File: src/rtl/emulib_rammodel_encoder_w_if.sv
// emulib_rammodel_encoder_w_if: AXI4 W beat channel plus the 32-bit transport word stream
interface emulib_rammodel_encoder_w_if #(
   parameter int DATA_WIDTH = 64
);
   logic                    axi_wvalid;
   logic                    axi_wready;
   logic [DATA_WIDTH-1:0]   axi_wdata;
   logic [DATA_WIDTH/8-1:0] axi_wstrb;
   logic                    axi_wlast;
   logic                    data_valid;
   logic                    data_ready;
   logic [31:0]             data;
   modport master (
      output axi_wvalid, axi_wdata, axi_wstrb, axi_wlast, data_ready,
      input  axi_wready, data_valid, data
   );
   modport slave (
      input  axi_wvalid, axi_wdata, axi_wstrb, axi_wlast, data_ready,
      output axi_wready, data_valid, data
   );
endinterface

File: src/rtl/emulib_rammodel_encoder_w.sv
// emulib_rammodel_encoder_w: buffers AXI4 W beats two deep and serializes each into HEAD/DATA words
module emulib_rammodel_encoder_w #(
   parameter int ADDR_WIDTH = 32,
   parameter int DATA_WIDTH = 64,
   parameter int ID_WIDTH   = 4
) (
   input  logic                         clk,
   input  logic                         rst_n,
   emulib_rammodel_encoder_w_if.slave   w,
   output logic                         idle
);
   localparam int  SW      = DATA_WIDTH / 8;
   localparam int  EW      = DATA_WIDTH + SW + 1;
   localparam bit  DATA_32 = (DATA_WIDTH <= 32);
   if (!(DATA_WIDTH == 8 || DATA_WIDTH == 16 || DATA_WIDTH == 32 || DATA_WIDTH == 64) ||
       ADDR_WIDTH < 1 || ID_WIDTH < 1) begin : g_bad_params
      $error("emulib_rammodel_encoder_w: unsupported parameters");
   end
   typedef enum logic [1:0] {S_HEAD, S_DATA_1, S_DATA_2} state_t;
   state_t                 state, state_next;
   logic [EW-1:0]          mem [2];
   logic [1:0]             count, count_next;
   logic                   wr_ptr, rd_ptr, wready_q, push, pop, fire;
   logic [EW-1:0]          head;
   logic [DATA_WIDTH-1:0]  head_d;
   logic [SW-1:0]          head_s;
   logic                   head_l;
   logic [31:0]            data_lo, data_hi;
   assign push = w.axi_wvalid && wready_q;
   assign fire = w.data_valid && w.data_ready;
   assign pop  = fire && (state == S_DATA_2 || (state == S_DATA_1 && DATA_32));
   assign count_next = count + {1'b0, push} - {1'b0, pop};
   always_comb begin
      state_next = !fire ? state :
                   state == S_HEAD ? S_DATA_1 :
                   (state == S_DATA_1 && !DATA_32) ? S_DATA_2 : S_HEAD;
   end
   always_ff @(posedge clk or negedge rst_n) begin
      if (!rst_n) begin
         count    <= 2'd0;
         wr_ptr   <= 1'b0;
         rd_ptr   <= 1'b0;
         state    <= S_HEAD;
         wready_q <= 1'b0;
      end else begin
         count    <= count_next;
         wr_ptr   <= wr_ptr ^ push;
         rd_ptr   <= rd_ptr ^ pop;
         state    <= state_next;
         wready_q <= count_next < 2'd2;
      end
   end
   // Storage carries no reset; entries are only read once count says they are valid.
   always_ff @(posedge clk) begin
      if (push) mem[wr_ptr] <= {w.axi_wlast, w.axi_wstrb, w.axi_wdata};
   end
   assign head = mem[rd_ptr];
   assign {head_l, head_s, head_d} = head;
   if (DATA_32) begin : g_narrow
      assign data_lo = 32'(head_d);
      assign data_hi = 32'd0;
   end else begin : g_wide
      assign data_lo = head_d[31:0];
      assign data_hi = head_d[63:32];
   end
   assign w.axi_wready = wready_q;
   assign w.data_valid = count != 2'd0;
   assign w.data = state == S_HEAD ? {8'd0, 8'(head_s), 15'd0, head_l} :
                   state == S_DATA_1 ? data_lo : data_hi;
   assign idle = count == 2'd0 && state == S_HEAD;
endmodule

File: src/flat_wrapper.sv
// flat-port wrapper written by rule: the top's interface ports become plain ports
module emulib_rammodel_encoder_w_flat 
#(
   parameter int ADDR_WIDTH = 32,
   parameter int DATA_WIDTH = 64,
   parameter int ID_WIDTH   = 4
)
  (clk, rst_n, idle, w_axi_wvalid, w_axi_wdata, w_axi_wstrb, w_axi_wlast, w_data_ready, w_axi_wready, w_data_valid, w_data);
  emulib_rammodel_encoder_w_if #(.DATA_WIDTH(DATA_WIDTH)) w_i ();
  input  logic clk;
  input  logic rst_n;
  output logic idle;
  input wire logic [$bits(w_i.axi_wvalid)-1:0] w_axi_wvalid;
  input wire logic [$bits(w_i.axi_wdata)-1:0] w_axi_wdata;
  input wire logic [$bits(w_i.axi_wstrb)-1:0] w_axi_wstrb;
  input wire logic [$bits(w_i.axi_wlast)-1:0] w_axi_wlast;
  input wire logic [$bits(w_i.data_ready)-1:0] w_data_ready;
  output wire logic [$bits(w_i.axi_wready)-1:0] w_axi_wready;
  output wire logic [$bits(w_i.data_valid)-1:0] w_data_valid;
  output wire logic [$bits(w_i.data)-1:0] w_data;
  assign w_i.axi_wvalid = w_axi_wvalid;
  assign w_i.axi_wdata = w_axi_wdata;
  assign w_i.axi_wstrb = w_axi_wstrb;
  assign w_i.axi_wlast = w_axi_wlast;
  assign w_i.data_ready = w_data_ready;
  assign w_axi_wready = w_i.axi_wready;
  assign w_data_valid = w_i.data_valid;
  assign w_data = w_i.data;
  emulib_rammodel_encoder_w #(.ADDR_WIDTH(ADDR_WIDTH), .DATA_WIDTH(DATA_WIDTH), .ID_WIDTH(ID_WIDTH)) u_core (.clk(clk), .rst_n(rst_n), .w(w_i), .idle(idle));
endmodule
File: config.mk
export PLATFORM = sky130hd
export DESIGN_NAME = emulib_rammodel_encoder_w_flat
export DESIGN_NICKNAME = d
export VERILOG_FILES = /design/src/rtl/emulib_rammodel_encoder_w_if.sv /design/src/rtl/emulib_rammodel_encoder_w.sv /design/src/flat_wrapper.sv
export SDC_FILE = /design/constraint.sdc
export NUM_CORES = 1
export LEC_CHECK = 0
export BUFFER_PORTS_ARGS = -buffer_cell sky130_fd_sc_hd__buf_2
export CAP_MARGIN = 20
export CORE_MARGIN = 2
export CORE_UTILIZATION = 49
export DETAILED_ROUTE_END_ITERATION = 6
export PLACE_DENSITY = 0.84
export SLEW_MARGIN = 20
export SYNTH_ARGS = -nofsm -noshare
export SYNTH_HDL_FRONTEND = slang
export SYNTH_SLANG_ARGS = --single-unit
File: constraint.sdc
create_clock -name clk -period 2.6 [get_ports clk]
set_input_delay 0.13 -clock clk [delete_from_list [all_inputs] [get_ports clk]]
set_output_delay 0.13 -clock clk [all_outputs]
set_load 0.05 [all_outputs]
==> tab_implementation.tex <==
\begin{tabular}{lr}
\hline
Metric & Value \\
\hline
\multicolumn{2}{l}{\textbf{Clock network}} \\
\quad Clk root buf & sky130\_fd\_sc\_hd\_\_clkbuf\_16 \\
\quad Clock tree from TritonCTS & built \\
\quad Buffer count from post-CTS setup fixing & 0 \\
\quad Latest clock arrival within the worst-skew pair & between 0.4 and 0.5 ns \\
\quad Deepest clock path buffer count & 2 \\
\quad Post-CTS clock slew at the launch and capture registers of the worst setup and hold paths & 0.06 ns \\
\quad CTS buffer count & 17 \\
\quad \# H-tree levels & 4 \\
\quad Number of sinks on the clock net & between 150 and 200 \\
\multicolumn{2}{l}{\textbf{Detailed routing}} \\
\quad Vias per inst & $\sim$5.3 \\
\quad Detailed-routing iteration count for the pre-antenna-repair pass & 4 \\
\quad Number of remaining DRC errors & 0 \\
\quad Count of nets left with antenna violations after detail routing & 0 \\
\quad Drt total wl & 11900 µm \\
\quad Wire length per cell after detailed routing & $\sim$18 µm \\
\quad Via count & 3475 \\
\quad Violation count after the first detailed-routing iteration & 231 \\
\multicolumn{2}{l}{\textbf{Placement}} \\
\quad Post-DP Area & 6580 µm² \\
\quad Half-perimeter wire length after placement & between 6000 and 7000 µm \\
\quad Worst slack at placement & 0.472 ns \\
\quad Last weighted congestion value of the routability-driven placer & 0.711 \\
\quad Quantity of I/O buffers inserted on ports & 111 \\
\multicolumn{2}{l}{\textbf{Timing}} \\
\quad Number of endpoints with negative hold slack in the final report & 0 \\
\quad Setup repair after global routing missed its margin & no \\
\quad Number of pins with negative max-slew slack in the final report & 0 \\
\quad Largest clock skew in the final design & $\sim$0.0053 ns \\
\quad Minimum setup slack in the final design & 0.159 ns \\
\quad Max Fclk & 410 MHz \\
\quad Fraction of the cycle the final worst path needs & 93.9\% \\
\quad Relative slew slack & 57.9\% \\
\quad Post-layout minimum cycle time & about 2.4 ns \\
\quad Slew of the pin with the lowest slew margin & 0.625 ns \\
\quad Setup-violating endpoint count in the final report & 0 \\
\multicolumn{2}{l}{\textbf{Synthesis}} \\
\quad Cell Area, Synth & 5870 µm² \\
\quad Distinct cell type count after synthesis & 29 \\
\quad Synthesized netlist net count & 387 \\
\quad Yosys warns & 0 \\
\quad Synthesized area per cell & roughly 19 µm² \\
\quad Synthesized netlist cell count & 306 \\
\quad Proportion of synthesized chip area in sequential cells & 77.7\% \\
\quad Total of flip-flops plus latches after synthesis & 153 \\
\multicolumn{2}{l}{\textbf{Global routing}} \\
\quad Global-route usage over all layers & 18.8\% \\
\quad Wire length of the first global-routing pass & between 15000 and 20000 µm \\
\quad Vias in the first global route & 3654 \\
\quad Leftover overflow at the end of global routing & 0 \\
\quad Maximum number of pins on one net before global-route repair & 31 \\
\quad Number of antenna violations at the first check in global routing & 1 \\
\multicolumn{2}{l}{\textbf{Final layout}} \\
\quad Final-layout fill cell count & about 750 \\
\quad Final nets & 585 \\
\quad Final standard cell area without fillers & 7970 µm² \\
\quad Proportion of layout cells with a drive suffix above 1 & about 32\% \\
\quad Area occupied by multi-input gates & $\sim$1200 µm² \\
\quad Synthesis-to-layout area growth & 35.9\% \\
\quad FF+latch area & between 4000 and 5000 µm² \\
\quad Final core occ & 68.9\% \\
\multicolumn{2}{l}{\textbf{Critical path}} \\
\quad Reg2Reg Launch Point & u\_core.count[1]\$\_DFF\_PN0\_ \\
\quad Worst Path Class, Setup & flip-flop to output port \\
\quad Critical Path Start Type & flip-flop \\
\quad Reg-to-reg critical path endpoint & u\_core.count[1]\$\_DFF\_PN0\_ \\
\quad FF-to-FF path depth & 8 \\
\quad Crit. End Element & output port \\
\quad Slack of the worst reg-to-reg path & 0.46 ns \\
\quad Top fanout value on the critical path & 29 \\
\quad Worst path arrival time & 2.31 ns \\
\quad WP data required & between 2 and 2.5 ns \\
\multicolumn{2}{l}{\textbf{Floorplan}} \\
\quad Site Rows & 39 \\
\quad Starting Density & 50.7\% \\
\quad Die Footprint & 12900 µm² \\
\quad Chip height & between 100 and 150 µm \\
\quad Horizontal die dimension & 113 µm \\
\quad Number of I/O pins & between 100 and 150 \\
\quad Core ar. & 11600 µm² \\
\multicolumn{2}{l}{\textbf{Pwr}} \\
\quad Power Density & 1230 nW/µm² \\
\quad Static leakage & 3.13 nW \\
\quad Power Total & 9.81 mW \\
\quad IR drop worst, VDD & 0.842 mV \\
\multicolumn{2}{l}{\textbf{Worst hold path}} \\
\quad Worst Hold Class & input port to async pin \\
\multicolumn{2}{l}{\textbf{Flow run}} \\
\quad Max-cap check violation count & 0 \\
\multicolumn{2}{l}{\textbf{Status}} \\
\quad Outcome & finished clean \\
\hline
\end{tabular}
-- synthesized netlist by cell type --
library cell,instances,share of area (%)
sky130_fd_sc_hd__ha_1,4,0.85
sky130_fd_sc_hd__nand2_1,11,0.70
sky130_fd_sc_hd__o21ai_1,2,0.17
sky130_fd_sc_hd__nand2b_4,1,0.23
sky130_fd_sc_hd__buf_8,1,0.26
sky130_fd_sc_hd__mux2_2,6,1.2
sky130_fd_sc_hd__or2_2,1,0.11
sky130_fd_sc_hd__or2_0,1,0.11
sky130_fd_sc_hd__inv_1,6,0.38
sky130_fd_sc_hd__xor2_1,1,0.15
sky130_fd_sc_hd__o221ai_1,6,0.90
sky130_fd_sc_hd__clkbuf_1,2,0.13
sky130_fd_sc_hd__buf_2,2,0.17
sky130_fd_sc_hd__o21ai_0,5,0.43
sky130_fd_sc_hd__a221oi_1,1,0.15
sky130_fd_sc_hd__nor2_1,1,0.064
sky130_fd_sc_hd__and2_1,1,0.11
sky130_fd_sc_hd__o22ai_1,22,2.3
sky130_fd_sc_hd__inv_2,1,0.064
sky130_fd_sc_hd__edfxtp_1,146,75
sky130_fd_sc_hd__buf_6,8,1.5
sky130_fd_sc_hd__mux4_2,3,1.2
sky130_fd_sc_hd__nor3_2,1,0.17
sky130_fd_sc_hd__mux2i_1,60,10
sky130_fd_sc_hd__nor3_1,1,0.085
sky130_fd_sc_hd__buf_4,2,0.26
sky130_fd_sc_hd__clkbuf_2,1,0.085
sky130_fd_sc_hd__dfrtp_1,7,3.0
sky130_fd_sc_hd__xnor2_1,2,0.30
-- layout by cell type (no fill, tap or decap), types with 2 or more instances in the layout --
cell,instances
sky130_fd_sc_hd__mux4_2,3
sky130_fd_sc_hd__buf_12,2
sky130_fd_sc_hd__clkinvlp_4,4
sky130_fd_sc_hd__mux2_2,6
sky130_fd_sc_hd__inv_1,6
sky130_fd_sc_hd__nand2_1,11
sky130_fd_sc_hd__ha_1,2
sky130_fd_sc_hd__buf_4,5
sky130_fd_sc_hd__edfxtp_1,146
sky130_fd_sc_hd__o22ai_1,22
sky130_fd_sc_hd__xnor2_1,2
sky130_fd_sc_hd__bufinv_16,5
sky130_fd_sc_hd__clkbuf_16,17
sky130_fd_sc_hd__dlygate4sd3_1,74
sky130_fd_sc_hd__dfrtp_1,6
sky130_fd_sc_hd__o21ai_1,2
sky130_fd_sc_hd__buf_6,2
sky130_fd_sc_hd__mux2i_1,60
sky130_fd_sc_hd__clkinv_2,4
sky130_fd_sc_hd__buf_2,111
sky130_fd_sc_hd__o221ai_1,6
sky130_fd_sc_hd__ha_4,2
sky130_fd_sc_hd__o21ai_0,5
-- metal layers --
layer  wire length [µm]  track usage (%)
met5                  0                0
met4                129             7.48
met3                691             6.54
met2               6280             33.1
met1               4760             20.9
-- where the power goes --
part,switching (mW),total (mW),internal (mW)
combinational,2.56,3.68,1.12
sequential,0.282,3.53,3.25
clock,0.907,2.60,1.69
-- flip-flops by register name (all words and copies together) (netlist names) --
| signal | flops |
|---|---|
| u_core.state | 2 |
| u_core.w.axi_wready | 1 |
| u_core.count | 2 |
| u_core.mem | 146 |
| u_core.rd_ptr | 1 |
| u_core.wr_ptr | 1 |
-- worst max-delay path, cell delays in order, from the launching register on --
cell and delay (ns):
sky130_fd_sc_hd__dfrtp_4 0.72, sky130_fd_sc_hd__buf_6 0.39, sky130_fd_sc_hd__mux2i_1 0.16, sky130_fd_sc_hd__o22ai_1 0.26
sky130_fd_sc_hd__buf_2 0.32
-- metrics by stage --
stage               hold slack, ns  std cells  TNS, ns
global route                0.0920        661        0
global placement           -0.0322        553        0
detailed placement         -0.0283        553        0
floorplan                   -0.166        306   -66.24
finish                      0.0808        661        0
CTS                         0.0540        659        0
-- repair_timing --
| item | 4_1_cts | 5_1_grt |
|---|---|---|
| endpoints found under the setup margin | 0 | 5 |
| hold buffers | 74 | 0 |
| endpoints found under the hold margin | 153 | 0 |
| resized for setup | 0 | 2 |
-- cell families (layout without fill, tap and decap cells) --
| logic type | after synthesis | after routing | synth area share [%] |
|---|---|---|---|
| compound gates | 36 | 36 | 3.99 |
| xor+xnor | 3 | 3 | 0.448 |
| fa+ha+maj | 4 | 4 | 0.853 |
| buf+inv | 23 | 233 | 2.88 |
| flops | 153 | 153 | 77.7 |
| mux | 69 | 69 | 12.5 |
| other cells | 0 | 1 | 0 |
| simple gates | 18 | 19 | 1.58 |
-- how the worst max path moves through the flow --
stage / startpoint / end / cells past startpoint
final: u_core.rd_ptr$_DFF_PN0_ / w_data[12] / 4
after global routing: u_core.state[1]$_DFFE_PN0P_ / w_data[30] / 4
after CTS: u_core.rd_ptr$_DFF_PN0_ / w_data[12] / 4
after detailed placement: u_core.count[1]$_DFF_PN0_ / u_core.count[1]$_DFF_PN0_ / 8
after global placement: u_core.state[1]$_DFFE_PN0P_ / w_data[30] / 4
after floorplan: u_core.w.axi_wready$_DFF_PN0_ / u_core.mem[1][0]$_DFFE_PP_ / 2
-- layout make-up --
type	instances	share of cell area (%)
antenna	1	0.0314
sequential	153	57.2
clock inverter	14	2.56
multi-input combinational	131	14.7
timing repair buffer	194	17.5
tap	143	2.24
clock buffer	18	5.38
inverter	7	0.330
No activity file was read; power rests on OpenSTA's default activity.
